[src/rtl/mult_share_arb_pkg.sv]
// Shared widths and helpers for the multiplier-sharing arbiter.
// Operand/product widths, requester-count range and the id-width rule live here.
package mult_share_arb_pkg;

    localparam int MUL_W       = 32;
    localparam int PROD_W      = 64;
    localparam int NUM_REQ_MIN = 2;
    localparam int NUM_REQ_MAX = 8;

    // Partial-product rows: one per multiplier bit plus the +1 that completes
    // the two's-complement negation of the sign row.
    localparam int NUM_PP     = MUL_W + 1;
    localparam int PP_IDX_W   = 6;
    localparam int RED_LEVELS = 10;

    function automatic int id_width(input int n);
        return (n <= 1) ? 1 : $clog2(n);
    endfunction

endpackage

[src/rtl/mult_share_arb_if.sv]
// Request/response bundle between the clients and the shared multiplier.
// The arbiter is the slave; the requesters and result sink together form the master.
interface mult_share_arb_if #(
    parameter int NUM_REQ = 4,
    parameter int ID_W    = 2
);
    logic [NUM_REQ-1:0]                          req_valid;
    logic [NUM_REQ*mult_share_arb_pkg::MUL_W-1:0] req_a;
    logic [NUM_REQ*mult_share_arb_pkg::MUL_W-1:0] req_b;
    logic [NUM_REQ-1:0]                          req_ready;
    logic                                        rsp_valid;
    logic                                        rsp_ready;
    logic [ID_W-1:0]                             rsp_id;
    logic [mult_share_arb_pkg::PROD_W-1:0]       rsp_product;

    modport master (
        output req_valid, req_a, req_b, rsp_ready,
        input  req_ready, rsp_valid, rsp_id, rsp_product
    );

    modport slave (
        input  req_valid, req_a, req_b, rsp_ready,
        output req_ready, rsp_valid, rsp_id, rsp_product
    );

endinterface

[src/rtl/rr_arbiter.sv]
// Combinational round-robin pick: first requester at or above ptr, wrapping.
// Also returns the pointer value to use if this grant is accepted.
module rr_arbiter #(
    parameter int N   = 4,
    parameter int IDW = 2
) (
    input  logic [N-1:0]   req,
    input  logic [IDW-1:0] ptr,
    output logic [N-1:0]   grant,
    output logic [IDW-1:0] winner,
    output logic [IDW-1:0] next_ptr
);

    always_comb begin
        int   idx_i;
        logic found;
        grant    = '0;
        winner   = '0;
        next_ptr = ptr;
        found    = 1'b0;
        idx_i    = 0;
        for (int j = 0; j < N; j++) begin
            idx_i = int'(ptr) + j;
            if (idx_i >= N) idx_i = idx_i - N;
            if (!found && req[IDW'(idx_i)]) begin
                found               = 1'b1;
                grant[IDW'(idx_i)]  = 1'b1;
                winner              = IDW'(idx_i);
                next_ptr            = (idx_i == N - 1) ? '0 : IDW'(idx_i + 1);
            end
        end
    end

endmodule

[src/rtl/wallace.sv]
// Combinational signed 32x32 multiplier: carry-save (3:2) reduction of the
// partial-product rows level by level, then one carry-propagate adder.
module wallace
    import mult_share_arb_pkg::*;
(
    input  logic [MUL_W-1:0]  a,
    input  logic [MUL_W-1:0]  b,
    output logic [PROD_W-1:0] product
);

    logic [PROD_W-1:0] rows [2**PP_IDX_W];

    always_comb begin
        logic [PROD_W-1:0] a_ext, x, y, z;
        int n, q;
        a_ext = {{(PROD_W-MUL_W){a[MUL_W-1]}}, a};
        x = '0;
        y = '0;
        z = '0;
        for (int i = 0; i < 2**PP_IDX_W; i++) rows[i] = '0;
        for (int i = 0; i < MUL_W - 1; i++)
            rows[PP_IDX_W'(i)] = b[i] ? (a_ext << i) : '0;
        // The sign bit of b weighs -2^31: add ~row here and the +1 in the next row.
        rows[PP_IDX_W'(MUL_W-1)] = b[MUL_W-1] ? ~(a_ext << (MUL_W-1)) : '0;
        rows[PP_IDX_W'(MUL_W)]   = PROD_W'(b[MUL_W-1]);
        n = NUM_PP;
        q = 0;
        for (int lvl = 0; lvl < RED_LEVELS; lvl++) begin
            if (n > 2) begin
                q = n / 3;
                for (int g = 0; g < NUM_PP / 3; g++) begin
                    if (g < q) begin
                        x = rows[PP_IDX_W'(3*g)];
                        y = rows[PP_IDX_W'(3*g+1)];
                        z = rows[PP_IDX_W'(3*g+2)];
                        rows[PP_IDX_W'(2*g)]   = x ^ y ^ z;
                        rows[PP_IDX_W'(2*g+1)] = ((x & y) | (x & z) | (y & z)) << 1;
                    end
                end
                for (int r = 0; r < 2; r++) begin
                    if (r < n - 3*q)
                        rows[PP_IDX_W'(2*q+r)] = rows[PP_IDX_W'(3*q+r)];
                end
                n = 2*q + (n - 3*q);
            end
        end
        product = rows[0] + rows[1];
    end

endmodule

[src/rtl/mult_share_arb.sv]
// Round-robin share of one wallace multiplier among NUM_REQ clients.
// Two stages: S1 = operands + id, S2 = product + id; valid/ready on both sides.
module mult_share_arb
    import mult_share_arb_pkg::*;
#(
    parameter int NUM_REQ = 4,
    parameter int ID_W    = id_width(NUM_REQ),
    parameter int CNT_W   = 32
) (
    input  logic              clk,
    input  logic              rst,
    mult_share_arb_if.slave   bus,
    output logic              busy,
    output logic [CNT_W-1:0]  op_count
);

    logic                s1_v, s2_v;
    logic [MUL_W-1:0]    s1_a, s1_b;
    logic [ID_W-1:0]     s1_id, s2_id;
    logic [PROD_W-1:0]   s1_prod, s2_prod;
    logic [ID_W-1:0]     rr_ptr, winner, next_ptr;
    logic [NUM_REQ-1:0]  grant;
    logic [MUL_W-1:0]    op_a, op_b;
    logic                s1_adv, s2_adv, rsp_fire;

    rr_arbiter #(.N(NUM_REQ), .IDW(ID_W)) u_arb (
        .req      (bus.req_valid),
        .ptr      (rr_ptr),
        .grant    (grant),
        .winner   (winner),
        .next_ptr (next_ptr)
    );

    wallace u_mul (
        .a       (s1_a),
        .b       (s1_b),
        .product (s1_prod)
    );

    assign s2_adv   = !s2_v || bus.rsp_ready;
    assign s1_adv   = !s1_v || s2_adv;
    assign rsp_fire = s2_v && bus.rsp_ready;

    assign bus.req_ready   = rst ? '0 : (grant & {NUM_REQ{s1_adv}});
    assign bus.rsp_valid   = s2_v;
    assign bus.rsp_id      = s2_id;
    assign bus.rsp_product = s2_prod;
    assign busy            = s1_v || s2_v;

    always_comb begin
        op_a = '0;
        op_b = '0;
        for (int i = 0; i < NUM_REQ; i++) begin
            if (grant[i]) begin
                op_a = bus.req_a[i*MUL_W +: MUL_W];
                op_b = bus.req_b[i*MUL_W +: MUL_W];
            end
        end
    end

    always_ff @(posedge clk) begin
        if (rst) begin
            s1_v     <= 1'b0;
            s1_a     <= '0;
            s1_b     <= '0;
            s1_id    <= '0;
            s2_v     <= 1'b0;
            s2_id    <= '0;
            s2_prod  <= '0;
            rr_ptr   <= '0;
            op_count <= '0;
        end else begin
            // S2 data is zeroed when it drains with nothing behind it.
            if (s2_adv) begin
                s2_v    <= s1_v;
                s2_id   <= s1_v ? s1_id : '0;
                s2_prod <= s1_v ? s1_prod : '0;
            end
            if (s1_adv) begin
                s1_v  <= |grant;
                s1_a  <= op_a;
                s1_b  <= op_b;
                s1_id <= winner;
            end
            if (s1_adv && |grant) rr_ptr <= next_ptr;
            if (rsp_fire) op_count <= op_count + CNT_W'(1);
        end
    end

endmodule

[src/flat_wrapper.sv]
// flat-port wrapper written by rule: the top's interface ports become plain ports
module mult_share_arb_flat import mult_share_arb_pkg::*;
#(
    parameter int NUM_REQ = 4,
    parameter int ID_W    = id_width(NUM_REQ),
    parameter int CNT_W   = 32
)
  (clk, rst, busy, op_count, bus_req_valid, bus_req_a, bus_req_b, bus_rsp_ready, bus_req_ready, bus_rsp_valid, bus_rsp_id, bus_rsp_product);
  mult_share_arb_if #(.NUM_REQ(NUM_REQ), .ID_W(ID_W)) bus_i ();
  input  logic clk;
  input  logic rst;
  output logic busy;
  output logic [CNT_W-1:0] op_count;
  input wire logic [$bits(bus_i.req_valid)-1:0] bus_req_valid;
  input wire logic [$bits(bus_i.req_a)-1:0] bus_req_a;
  input wire logic [$bits(bus_i.req_b)-1:0] bus_req_b;
  input wire logic [$bits(bus_i.rsp_ready)-1:0] bus_rsp_ready;
  output wire logic [$bits(bus_i.req_ready)-1:0] bus_req_ready;
  output wire logic [$bits(bus_i.rsp_valid)-1:0] bus_rsp_valid;
  output wire logic [$bits(bus_i.rsp_id)-1:0] bus_rsp_id;
  output wire logic [$bits(bus_i.rsp_product)-1:0] bus_rsp_product;
  assign bus_i.req_valid = bus_req_valid;
  assign bus_i.req_a = bus_req_a;
  assign bus_i.req_b = bus_req_b;
  assign bus_i.rsp_ready = bus_rsp_ready;
  assign bus_req_ready = bus_i.req_ready;
  assign bus_rsp_valid = bus_i.rsp_valid;
  assign bus_rsp_id = bus_i.rsp_id;
  assign bus_rsp_product = bus_i.rsp_product;
  mult_share_arb #(.NUM_REQ(NUM_REQ), .ID_W(ID_W), .CNT_W(CNT_W)) u_core (.clk(clk), .rst(rst), .bus(bus_i), .busy(busy), .op_count(op_count));
endmodule
[config.mk]
export PLATFORM = sky130hd
export DESIGN_NAME = mult_share_arb_flat
export DESIGN_NICKNAME = d
export VERILOG_FILES = /design/src/rtl/mult_share_arb_pkg.sv /design/src/rtl/mult_share_arb_if.sv /design/src/rtl/rr_arbiter.sv /design/src/rtl/wallace.sv /design/src/rtl/mult_share_arb.sv /design/src/flat_wrapper.sv
export SDC_FILE = /design/constraint.sdc
export NUM_CORES = 1
export LEC_CHECK = 0
export ABC_AREA = 1
export CORE_AREA = 2 2 141 143
export DETAILED_ROUTE_END_ITERATION = 16
export DIE_AREA = 0 0 143 145
export GPL_TIMING_DRIVEN = 1
export SLEW_MARGIN = 15
export SYNTH_ARGS = -nofsm -noshare
export SYNTH_HDL_FRONTEND = slang
export SYNTH_SLANG_ARGS = --single-unit
[constraint.sdc]
create_clock -name clk -period 7 [get_ports clk]
set_input_delay 0.7 -clock clk [delete_from_list [all_inputs] [get_ports clk]]
set_output_delay 0.7 -clock clk [all_outputs]
set_load 0.02 [all_outputs]
==> summary.md <==
| Metric | Value |
|---|---|
| Outcome | completed |
| Die height | approximately 150 um |
| Switching pwr | ~0.00044 W |
| TritonCTS clock tree | yes |
| Leak pwr | 1.50 nW |
| Vias/cell | roughly 3.6 |
| Seq pwr share | 26.3% |
| Clk slew on worst S/H paths | around 0.060 ns |
| Final setup fails | 0 |
| First-pass GRT wire length | ~12 mm |
| Final WL | around 7.4 mm |
| Area share of the largest cell type after synthesis | between 20% and 30% |
| Hold Buf Count CTS | 0 |
| Dpl ws | between 3 and 4 ns |
| Worst-path fanout max | 9 |
| Die Wd | between 100 and 150 um |
| Critical path arrival | 3.25 ns |
| Crit-path cells | inv_1 -> ha_1 -> inv_1 -> nand3_1 -> nand2_2 -> nor2_4 -> a21oi_1 -> nand3_1 -> nand3_1 -> inv_1 -> clkdlybuf4s50_1 |
| Async set-reset flop share out of synthesis | 0% |
| Seq/Total Area, Yosys | 26.5% |
| Row Count | ~50 |
| Nets | 760 |
| Avg WL per Cell | just under 10 um |
| Clk buf depth | 2 |
| Buffers on Ports | 46 |
| Power per Cell Area | 275 mW/mm^2 |
| Fin. Hold Viols | 0 |
| Hold path cells | 2 |
| Startpoint Class | register |
| Slew Limit Fails | 0 |
| Main synth FF type | dfxtp_1 |
| Crit-path leading delay family | buffers and inverters |
| Mean Syn Cell Area | slightly below 7 um^2 |
| PostCTS Resize Cnt | 0 |
| Slowest stage delay, CP | roughly 0.60 ns |
| First-pass DRT Iterations | 4 |
| Total GRT Usage | between 7 and 8% |
| Yosys cell types | 35 |
| Max-Cap Viols | 0 |
| Ports | roughly 370 |
| Area contributors post-synth | dfxtp_1, buf_4, nand2_1 |
| Slew HR | 51.9% |
| Fmax | around 0.25 GHz |
| RSZ-0062 raised after global routing | false |
| Cell taking the most area after synthesis | dfxtp_1 |
| Sw frac | between 40 and 50% |
| Core Footprint | 0.0192 mm^2 |
| GR Overflow Total | 0 |
| EDFF count, synth | 0 |
| Commonest cells in the netlist | nand2_1, buf_4, inv_1 |
| Detailed placement HPWL | between 5 and 6 mm |
| Period minus WS final | just under 4 ns |
| R2R depth | 16 |
| Die ar. | 0.0207 mm^2 |
| Worst skew pair latency | about 0.28 ns |
| Placer Congestion | between 0.8 and 0.9 |
| Final Skew | between 0.004 and 0.005 ns |
| Initial antenna violation count | 0 |
| Cell internal pwr | approximately 0.00059 W |
| Crit. End Element | output pin |
| Worst IR Drop VDD | about 0.15 mV |
| Clock power frac | a little over a quarter |
| Fin crit share | a little under three fifths |
| Setup WS post-layout | just over 3 ns |
| Critical path type | reg -> out |
| Drt drc | 0 |
| R2r setup slk | about 4.3 ns |
| CP required | 6.30 ns |
| Clk root buf | clkbuf_16 |
| Area grow syn2layout | 23.2% |
| Synth warn | 0 |
| Largest net degree at the start of global routing | 24 |
| Most common cell in the synthesized netlist | nand2_1 |
| Worst path slowest cell | dfxtp_1 |
| CP bufs+invs | 4 |
| Num Clock Sinks | 40 |
| Yosys reg bits | 40 |
| 1st-iter DRT viols | 102 |
| DR vias | around 2700 |
| Syn Std Cell Area | roughly 0.0030 mm^2 |
| Worst slew pin tran | a little over 0.7 ns |
| Share of cells above drive strength 1 | about a tenth |
| Initial Utilization | between 10% and 20% |
| # Post-CTS Setup Buffers | 0 |
| Setup TNS | 0 ns |
| Antenna Cells | 0 |
| Syn Inst Count | 442 |
| Num CTS Buffers | 5 |
| DRT antenna net count | 0 |
| H-tree depth | 2 |
| Hold WC Path Type | reg -> reg |
| Gate power share | a little under half |
| WP depth | 11 |
| Number of global-route vias before repair | 2432 |
worst register-to-register path, cell delays in order (launching register included):
cell and delay (ns):
dfxtp_1 0.60, inv_1 0.28, ha_1 0.47, inv_1 0.20, nand3_1 0.12, nand2_2 0.11, nand3_1 0.09, nor2_2 0.13
nand2_2 0.10, inv_2 0.08, nand2_1 0.06, nand2_1 0.08, nand2_1 0.04, nand2_1 0.07, nand3_1 0.06, nand2_1 0.09
nor2_2 0.03
path summary, 6_finish.rpt:
| path | to | from |
|---|---|---|
| worst min-delay path | u_core.op_count[31] | u_core.op_count[31] |
| worst min register to register | u_core.op_count[31] | u_core.op_count[31] |
| worst max register to register | u_core.rr_ptr[1] | u_core.rr_ptr[1] |
| worst max-delay path | bus_req_ready[2] | u_core.rr_ptr[1] |
through the flow:
step | cell area (um^2) | util, % | total power, W | cells | hold slack [ns]
6_report | 3720 | 19.4 | 0.00102 | 754 | 0.479
5_1_grt | 3720 | 19.4 | 0.00111 | 754 | 0.507
4_1_cts | 3720 | 19.4 | 0.00103 | 754 | 0.479
3_5_place_dp | 3540 | 18.4 | 0.000744 | 746 | 0.469
3_3_place_gp | 3540 | 18.4 | 0.000746 | 746 | 0.462
2_1_floorplan | 3260 | - | 0.000670 | 505 | 0.454
registers in the layout (all words and copies together) (netlist names):
| signal | cells |
|---|---|
| u_core.bus.rsp_valid | 1 |
| u_core.s1_v | 1 |
| u_core.bus.rsp_id | 2 |
| u_core.rr_ptr | 2 |
| u_core.s1_id | 2 |
| u_core.op_count | 32 |
power by group through the flow:
stage          registers (W)  clock network, W  logic [W]
4_1_cts             0.000269          0.000287   0.000472
5_1_grt             0.000271          0.000295   0.000540
6_report            0.000269          0.000280   0.000475
3_3_place_gp        0.000274                 0   0.000472
3_5_place_dp        0.000274                 0   0.000470
2_1_floorplan       0.000270                 0   0.000400
cell families (layout without fill, tap and decap cells):
kind of cell / after synthesis / in the layout / synth area share [%]
compound gates: 49 / 49 / 8.44
xor+xnor: 14 / 14 / 4.06
flops: 40 / 40 / 26.5
other cells: 1 / 64 / 0.124
simple gates: 199 / 199 / 32.7
buf+inv: 130 / 114 / 24.5
fa+ha+maj: 9 / 9 / 3.73
cells in the final DEF, fill, tap and decap left out, drive strengths merged, types with 8 or more instances in the layout:
master and instances:
nand4 16, nand2 81, nand3 34, clkdlybuf4s50 46
ha 9, nor3 8, inv 59, conb 64
dfxtp 40, o21ai 17, a21oi 27, nor2 54
xor2 9
per-layer routing:
metal / GRT usage (%) / vias up / share of wire [%]
li1: - / 1379 / -
met1: 8.98 / 1220 / 46
met4: 1.93 / 0 / 1.7
met5: 0 / - / 0
met2: 11.9 / 83 / 45
met3: 2.41 / 10 / 7.4
area by class of cell:
cell class | count | area (um^2)
multi-input cells | 335 | 1720
flip-flops and latches | 40 | 801
inverters | 59 | 221
fillers | 2180 | 15500
repair buffers | 47 | 468
clock buffers | 7 | 153
well taps | 265 | 332
clock inverters | 1 | 30.0
No activity file was read; power rests on OpenSTA's default activity.
